--- src/rtl/result_collector.sv ---
// Collects the 2x2 results of the PE, 3x3 and 2x2 convolution engines at their fixed
// latencies, cross-checks the systolic results against the PE reference and pages them to the display.
module result_collector #(
    parameter int LAT_PE      = 40,
    parameter int LAT_3B3     = 8,
    parameter int LAT_2B2     = 12,
    parameter int CNT_W       = 8,
    parameter int PAGE_CYCLES = 50000000
) (
    input  logic       clk,
    input  logic       rst,
    input  logic       start,
    input  logic [7:0] o00_pe,
    input  logic [7:0] o01_pe,
    input  logic [7:0] o10_pe,
    input  logic [7:0] o11_pe,
    input  logic [7:0] o00_3b3,
    input  logic [7:0] o01_3b3,
    input  logic [7:0] o10_3b3,
    input  logic [7:0] o11_3b3,
    input  logic [7:0] o00_2b2,
    input  logic [7:0] o01_2b2,
    input  logic [7:0] o10_2b2,
    input  logic [7:0] o11_2b2,
    output logic [7:0] d00,
    output logic [7:0] d01,
    output logic [7:0] d10,
    output logic [7:0] d11,
    output logic [1:0] page,
    output logic       valid,
    output logic       match_3b3,
    output logic       match_2b2,
    output logic       busy
);

    localparam int TMR_W = (PAGE_CYCLES > 1) ? $clog2(PAGE_CYCLES) : 1;

    typedef enum logic [1:0] {
        IDLE,
        RUN,
        CHECK,
        SHOW
    } state_t;

    state_t state;
    state_t state_next;

    logic [CNT_W-1:0] cnt;
    logic             flag_pe;
    logic             flag_3b3;
    logic             flag_2b2;
    logic [31:0]      cap_pe;
    logic [31:0]      cap_3b3;
    logic [31:0]      cap_2b2;
    logic [TMR_W-1:0] timer;
    logic [31:0]      disp;

    logic [31:0]      in_pe;
    logic [31:0]      in_3b3;
    logic [31:0]      in_2b2;
    logic             hit_pe;
    logic             hit_3b3;
    logic             hit_2b2;
    logic             all_done;
    logic             page_end;
    logic [1:0]       page_next;
    logic [31:0]      page_next_data;

    assign in_pe  = {o00_pe, o01_pe, o10_pe, o11_pe};
    assign in_3b3 = {o00_3b3, o01_3b3, o10_3b3, o11_3b3};
    assign in_2b2 = {o00_2b2, o01_2b2, o10_2b2, o11_2b2};

    assign hit_pe  = (state == RUN) && (cnt == CNT_W'(LAT_PE - 1));
    assign hit_3b3 = (state == RUN) && (cnt == CNT_W'(LAT_3B3 - 1));
    assign hit_2b2 = (state == RUN) && (cnt == CNT_W'(LAT_2B2 - 1));

    // The flag setting this cycle counts, so CHECK follows the last capture directly.
    assign all_done = (flag_pe  | hit_pe)
                    & (flag_3b3 | hit_3b3)
                    & (flag_2b2 | hit_2b2);

    assign page_end  = (timer == TMR_W'(PAGE_CYCLES - 1));
    assign page_next = (page == 2'd2) ? 2'd0 : page + 2'd1;

    assign {d00, d01, d10, d11} = disp;
    assign busy = (state == RUN) || (state == CHECK);

    always_comb begin
        page_next_data = cap_pe;
        case (page_next)
            2'd1:    page_next_data = cap_3b3;
            2'd2:    page_next_data = cap_2b2;
            default: page_next_data = cap_pe;
        endcase
    end

    always_ff @(posedge clk or posedge rst) begin
        if (rst) begin
            state <= IDLE;
        end else begin
            state <= state_next;
        end
    end

    always_comb begin
        state_next = state;
        case (state)
            IDLE:    if (start) state_next = RUN;
            RUN:     if (all_done) state_next = CHECK;
            CHECK:   state_next = SHOW;
            SHOW:    if (start) state_next = RUN;
            default: state_next = IDLE;
        endcase
    end

    always_ff @(posedge clk or posedge rst) begin
        if (rst) begin
            cnt       <= '0;
            flag_pe   <= 1'b0;
            flag_3b3  <= 1'b0;
            flag_2b2  <= 1'b0;
            cap_pe    <= '0;
            cap_3b3   <= '0;
            cap_2b2   <= '0;
            timer     <= '0;
            page      <= '0;
            disp      <= '0;
            valid     <= 1'b0;
            match_3b3 <= 1'b0;
            match_2b2 <= 1'b0;
        end else begin
            case (state)
                IDLE: begin
                    if (start) begin
                        cnt      <= '0;
                        flag_pe  <= 1'b0;
                        flag_3b3 <= 1'b0;
                        flag_2b2 <= 1'b0;
                    end
                end
                RUN: begin
                    if (cnt != '1) begin
                        cnt <= cnt + CNT_W'(1);
                    end
                    if (hit_pe) begin
                        cap_pe  <= in_pe;
                        flag_pe <= 1'b1;
                    end
                    if (hit_3b3) begin
                        cap_3b3  <= in_3b3;
                        flag_3b3 <= 1'b1;
                    end
                    if (hit_2b2) begin
                        cap_2b2  <= in_2b2;
                        flag_2b2 <= 1'b1;
                    end
                end
                CHECK: begin
                    match_3b3 <= (cap_3b3 == cap_pe);
                    match_2b2 <= (cap_2b2 == cap_pe);
                    valid     <= 1'b1;
                    page      <= 2'd0;
                    timer     <= '0;
                    disp      <= cap_pe;
                end
                SHOW: begin
                    // A restart takes priority over a page advance; the display freezes until the next CHECK.
                    if (start) begin
                        valid     <= 1'b0;
                        match_3b3 <= 1'b0;
                        match_2b2 <= 1'b0;
                        cnt       <= '0;
                        flag_pe   <= 1'b0;
                        flag_3b3  <= 1'b0;
                        flag_2b2  <= 1'b0;
                    end else if (page_end) begin
                        timer <= '0;
                        page  <= page_next;
                        disp  <= page_next_data;
                    end else begin
                        timer <= timer + TMR_W'(1);
                    end
                end
                default: ;
            endcase
        end
    end

endmodule

--- config.mk ---
export PLATFORM = sky130hd
export DESIGN_NAME = result_collector
export DESIGN_NICKNAME = d
export VERILOG_FILES = /design/src/rtl/result_collector.sv
export SDC_FILE = /design/constraint.sdc
export NUM_CORES = 1
export LEC_CHECK = 0
export CORE_ASPECT_RATIO = 0.6
export CORE_MARGIN = 4
export CORE_UTILIZATION = 45
export DETAILED_ROUTE_END_ITERATION = 7
export GPL_TIMING_DRIVEN = 1
export PLACE_DENSITY = 0.81
export SYNTH_ARGS = -nofsm -noshare
export SYNTH_HDL_FRONTEND = slang
export SYNTH_SLANG_ARGS = --single-unit
--- constraint.sdc ---
create_clock -name clk -period 6.3 [get_ports clk]
set_input_delay 1.89 -clock clk [delete_from_list [all_inputs] [get_ports clk]]
set_output_delay 1.89 -clock clk [all_outputs]
set_load 0.01 [all_outputs]
==> out/metrics.json <==
{
  "status": "finished, final reports clean",
  "timing.max_slew.rel_slack_pct": 20.77,
  "rsz_0062_raised_after_global_routing": "no",
  "finish.utilization_pct": 58.38,
  "grt_antenna_before_repair": 0,
  "ys_seq_elements": 172,
  "synthesis.nets": 902,
  "vias_per_cell": 5.713,
  "drt_pre_antenna_iters": 5,
  "synth_edf_count": 0,
  "hold_depth": 2,
  "stdcell_count": 1173,
  "worstHoldStart": "disp[23]",
  "worst-endpoint-required_ns": 4.41,
  "static-leakage-power_nw": 4.659,
  "grt_start_max_net_pins": 173,
  "routed-via-count": 6701,
  "start_util_pct": 46.53,
  "timing.reg2reg.setup_slack_ns": 3.11,
  "pin_count": 137,
  "cp_data_arrival_time_ns": 2.28,
  "post_cts_resized": 0,
  "drt-initial-drc-count": 671,
  "syn-mean-instance-area_sq_um": 10.71,
  "critical_path.startpoint_type": "flop",
  "yosysSeqAreaShare_pct": 50.40,
  "finalClockSkew_ns": 0.01554,
  "dieWidth_um": 185.8,
  "whs_endpoint": "disp[23]",
  "critPathMaxFanout": 14,
  "most-common-layout-cells": "sky130_fd_sc_hd__dfrtp_1, sky130_fd_sc_hd__clkdlybuf4s50_1, sky130_fd_sc_hd__nand2_1",
  "synth_warnings": 0,
  "cts.repair_timing.setup_buffer_count": 0,
  "hold_viol": 0,
  "first_global_vias": 6601,
  "drv_cap": 0,
  "std_cell_rows": 38,
  "cellPowerDensity_mw_per_mm2": 342.1,
  "place.gp.congestion": 0.9070,
  "timing.rr.start": "state[1]",
  "timing.reg2reg.worst_path_depth": 7,
  "syn-cell-area_sq_mm": 0.008539,
  "cell_at_the_root_of_the_clock_tree": "sky130_fd_sc_hd__clkbuf_16",
  "grt_first_pass_wirelength_um": 36580,
  "dp.final_hpwl_um": 16330,
  "timing.setup.tns_ns": 0,
  "setup.worst_path.end_class": "output pin",
  "min_period_ns": 4.169,
  "all_layer_global_routing_usage_pct": 22.24,
  "h-tree-depth": 4,
  "routedWlPerCell_um": 19.79,
  "cts-root-to-sink-buffers": 2,
  "fmaxAchievable_mhz": 239.9,
  "fin_nets": 1026,
  "crit-reg2reg-capture": "state[0]",
  "synthCells": 797,
  "cts_tree": "yes",
  "timing.final.crit_share_pct": 66.18,
  "multi_input_area_sq_mm": 0.004066,
  "clock_latency_ns": 0.43,
  "hp-class": "reg -> reg",
  "max-vdd-ir-drop_uv": 256.6,
  "synth.distinct_cells": 45,
  "layout-drive-gt1-share_pct": 15.65,
  "postRouteWirelength_um": 23210,
  "layout.cells.most_common": "sky130_fd_sc_hd__dfrtp_1",
  "clk_pin_slew_worst_paths_ns": 0.07,
  "post_drt_antenna_nets": 0,
  "gr-total-overflow": 0,
  "io_buffers": 136,
  "ys_dominant_reg_cell": "sky130_fd_sc_hd__dfrtp_1",
  "final.fill_count": 1523,
  "regArea_sq_mm": 0.004305,
  "timing.setup.critical_path_class": "reg -> out",
  "dp_cells": 1142,
  "drt_drc_violations_left": 0,
  "final-setup-viol-count": 0,
  "holdBufCountCts": 0,
  "timing_worst_slew_pin_value_ns": 1.186,
  "cts_num_sinks": 172,
  "cts-buffers-inserted": 17,
  "chipHeight_um": 114.7,
  "fp.coreArea_sq_mm": 0.01835,
  "num_antenna_cells": 0,
  "number_of_pins_exceeding_their_max_slew_limit_in_the_final_report": 0,
  "ys_async_sr_fraction_pct": 100.0,
  "die-area_sq_mm": 0.02132,
  "synthToLayoutAreaGrowth_pct": 25.46
}
==> critical path, stage by stage, from the launching register on <==
cell and delay, ns:
sky130_fd_sc_hd__dfrtp_1 0.42, sky130_fd_sc_hd__inv_1 0.08, sky130_fd_sc_hd__ha_1 0.58, sky130_fd_sc_hd__inv_1 0.23, sky130_fd_sc_hd__clkdlybuf4s50_1 0.55
==> per-stage QoR <==
step	power [mW]	hold slack, ns	setup WS [ns]	area, sq um
floorplan	2.129	0.4485	2.213	8543
global placement	2.601	0.4656	2.031	10140
detailed placement	2.638	0.4852	1.939	10140
CTS	3.674	0.5024	2.162	10710
global route	3.877	0.5282	2.044	10710
finish	3.665	0.5015	2.131	10710
==> layer usage <==
metal / wire length (um) / part of all wire [%] / track usage (%)
met3: 1643 / 7.1 / 5.111
met1: 11240 / 48 / 34.25
met5: 0 / 0 / 0
met2: 10000 / 43 / 31.86
met4: 326 / 1.4 / 5.386
==> power by group <==
part | total, mW | switching (mW) | internal, mW | leakage [nW]
Clock | 1.03 | 0.504 | 0.527 | 0.279
Combinational | 1.23 | 0.711 | 0.521 | 2.11
Sequential | 1.40 | 0.145 | 1.26 | 2.27
==> sequential cells by signal (all words and copies together) (netlist names) <==
signal	flops
cap_3b3	32
cap_2b2	32
page	2
timer	26
flag_2b2	1
match_2b2	1
flag_pe	1
match_3b3	1
cnt	8
cap_pe	32
disp	32
state	2
flag_3b3	1
valid	1
==> Yosys cell counts, types with 2 or more instances <==
cell / n / share of area [%]
sky130_fd_sc_hd__a22o_1: 2 / 0.21
sky130_fd_sc_hd__nor3_2: 2 / 0.23
sky130_fd_sc_hd__nor2b_1: 3 / 0.22
sky130_fd_sc_hd__nor2_1: 19 / 0.84
sky130_fd_sc_hd__and4_1: 3 / 0.31
sky130_fd_sc_hd__mux2i_1: 34 / 4.0
sky130_fd_sc_hd__dfrtp_1: 172 / 50
sky130_fd_sc_hd__buf_1: 6 / 0.26
sky130_fd_sc_hd__a21oi_1: 15 / 0.88
sky130_fd_sc_hd__nand2b_1: 6 / 0.44
sky130_fd_sc_hd__xor2_1: 37 / 3.8
sky130_fd_sc_hd__o21ai_0: 66 / 3.9
sky130_fd_sc_hd__buf_2: 15 / 0.88
sky130_fd_sc_hd__nor4_1: 11 / 0.81
sky130_fd_sc_hd__nor3_1: 8 / 0.47
sky130_fd_sc_hd__nand4_1: 21 / 1.5
sky130_fd_sc_hd__nand2_1: 109 / 4.8
sky130_fd_sc_hd__xnor2_1: 35 / 3.6
sky130_fd_sc_hd__and3_1: 7 / 0.51
sky130_fd_sc_hd__ha_1: 6 / 0.88
sky130_fd_sc_hd__mux2_2: 97 / 13
sky130_fd_sc_hd__nand3_1: 19 / 1.1
sky130_fd_sc_hd__o31ai_1: 3 / 0.26
sky130_fd_sc_hd__nand3b_1: 3 / 0.26
sky130_fd_sc_hd__o21ai_1: 33 / 1.9
sky130_fd_sc_hd__a31oi_1: 16 / 1.2
sky130_fd_sc_hd__inv_1: 10 / 0.44
sky130_fd_sc_hd__a21o_1: 2 / 0.18
sky130_fd_sc_hd__or4_1: 4 / 0.35
sky130_fd_sc_hd__o22ai_1: 3 / 0.22
sky130_fd_sc_hd__clkbuf_1: 16 / 0.70
==> final cells by class <==
| class | instances | area share (%) |
|---|---|---|
| Timing Repair Buffer | 143 | 13.31 |
| Tap cell | 240 | 2.803 |
| Sequential cell | 172 | 40.18 |
| Clock buffer | 17 | 3.971 |
| Multi-Input combinational cell | 577 | 37.95 |
| Clock inverter | 14 | 1.390 |
| Inverter | 10 | 0.3854 |
==> how the worst max path moves through the flow <==
stage | startpoint | to | slack (ns)
after floorplan | rst | cap_2b2[0] | 2.21
after global placement | start | disp[3] | 2.03
after detailed placement | start | disp[13] | 1.94
after CTS | state[0] | busy | 2.16
after global routing | state[0] | busy | 2.04
final | state[0] | busy | 2.13
==> cell families after synthesis <==
kind of cell | synth area share, %
AOI/OAI and AO/OA | 9.377
buffers and inverters | 2.418
xor gates and xnor gates | 7.385
DFF | 50.40
muxes | 16.78
adders and majority gates | 0.8791
and+or+nand+nor | 12.76
Note: power is estimated with default switching activity, not from simulation.
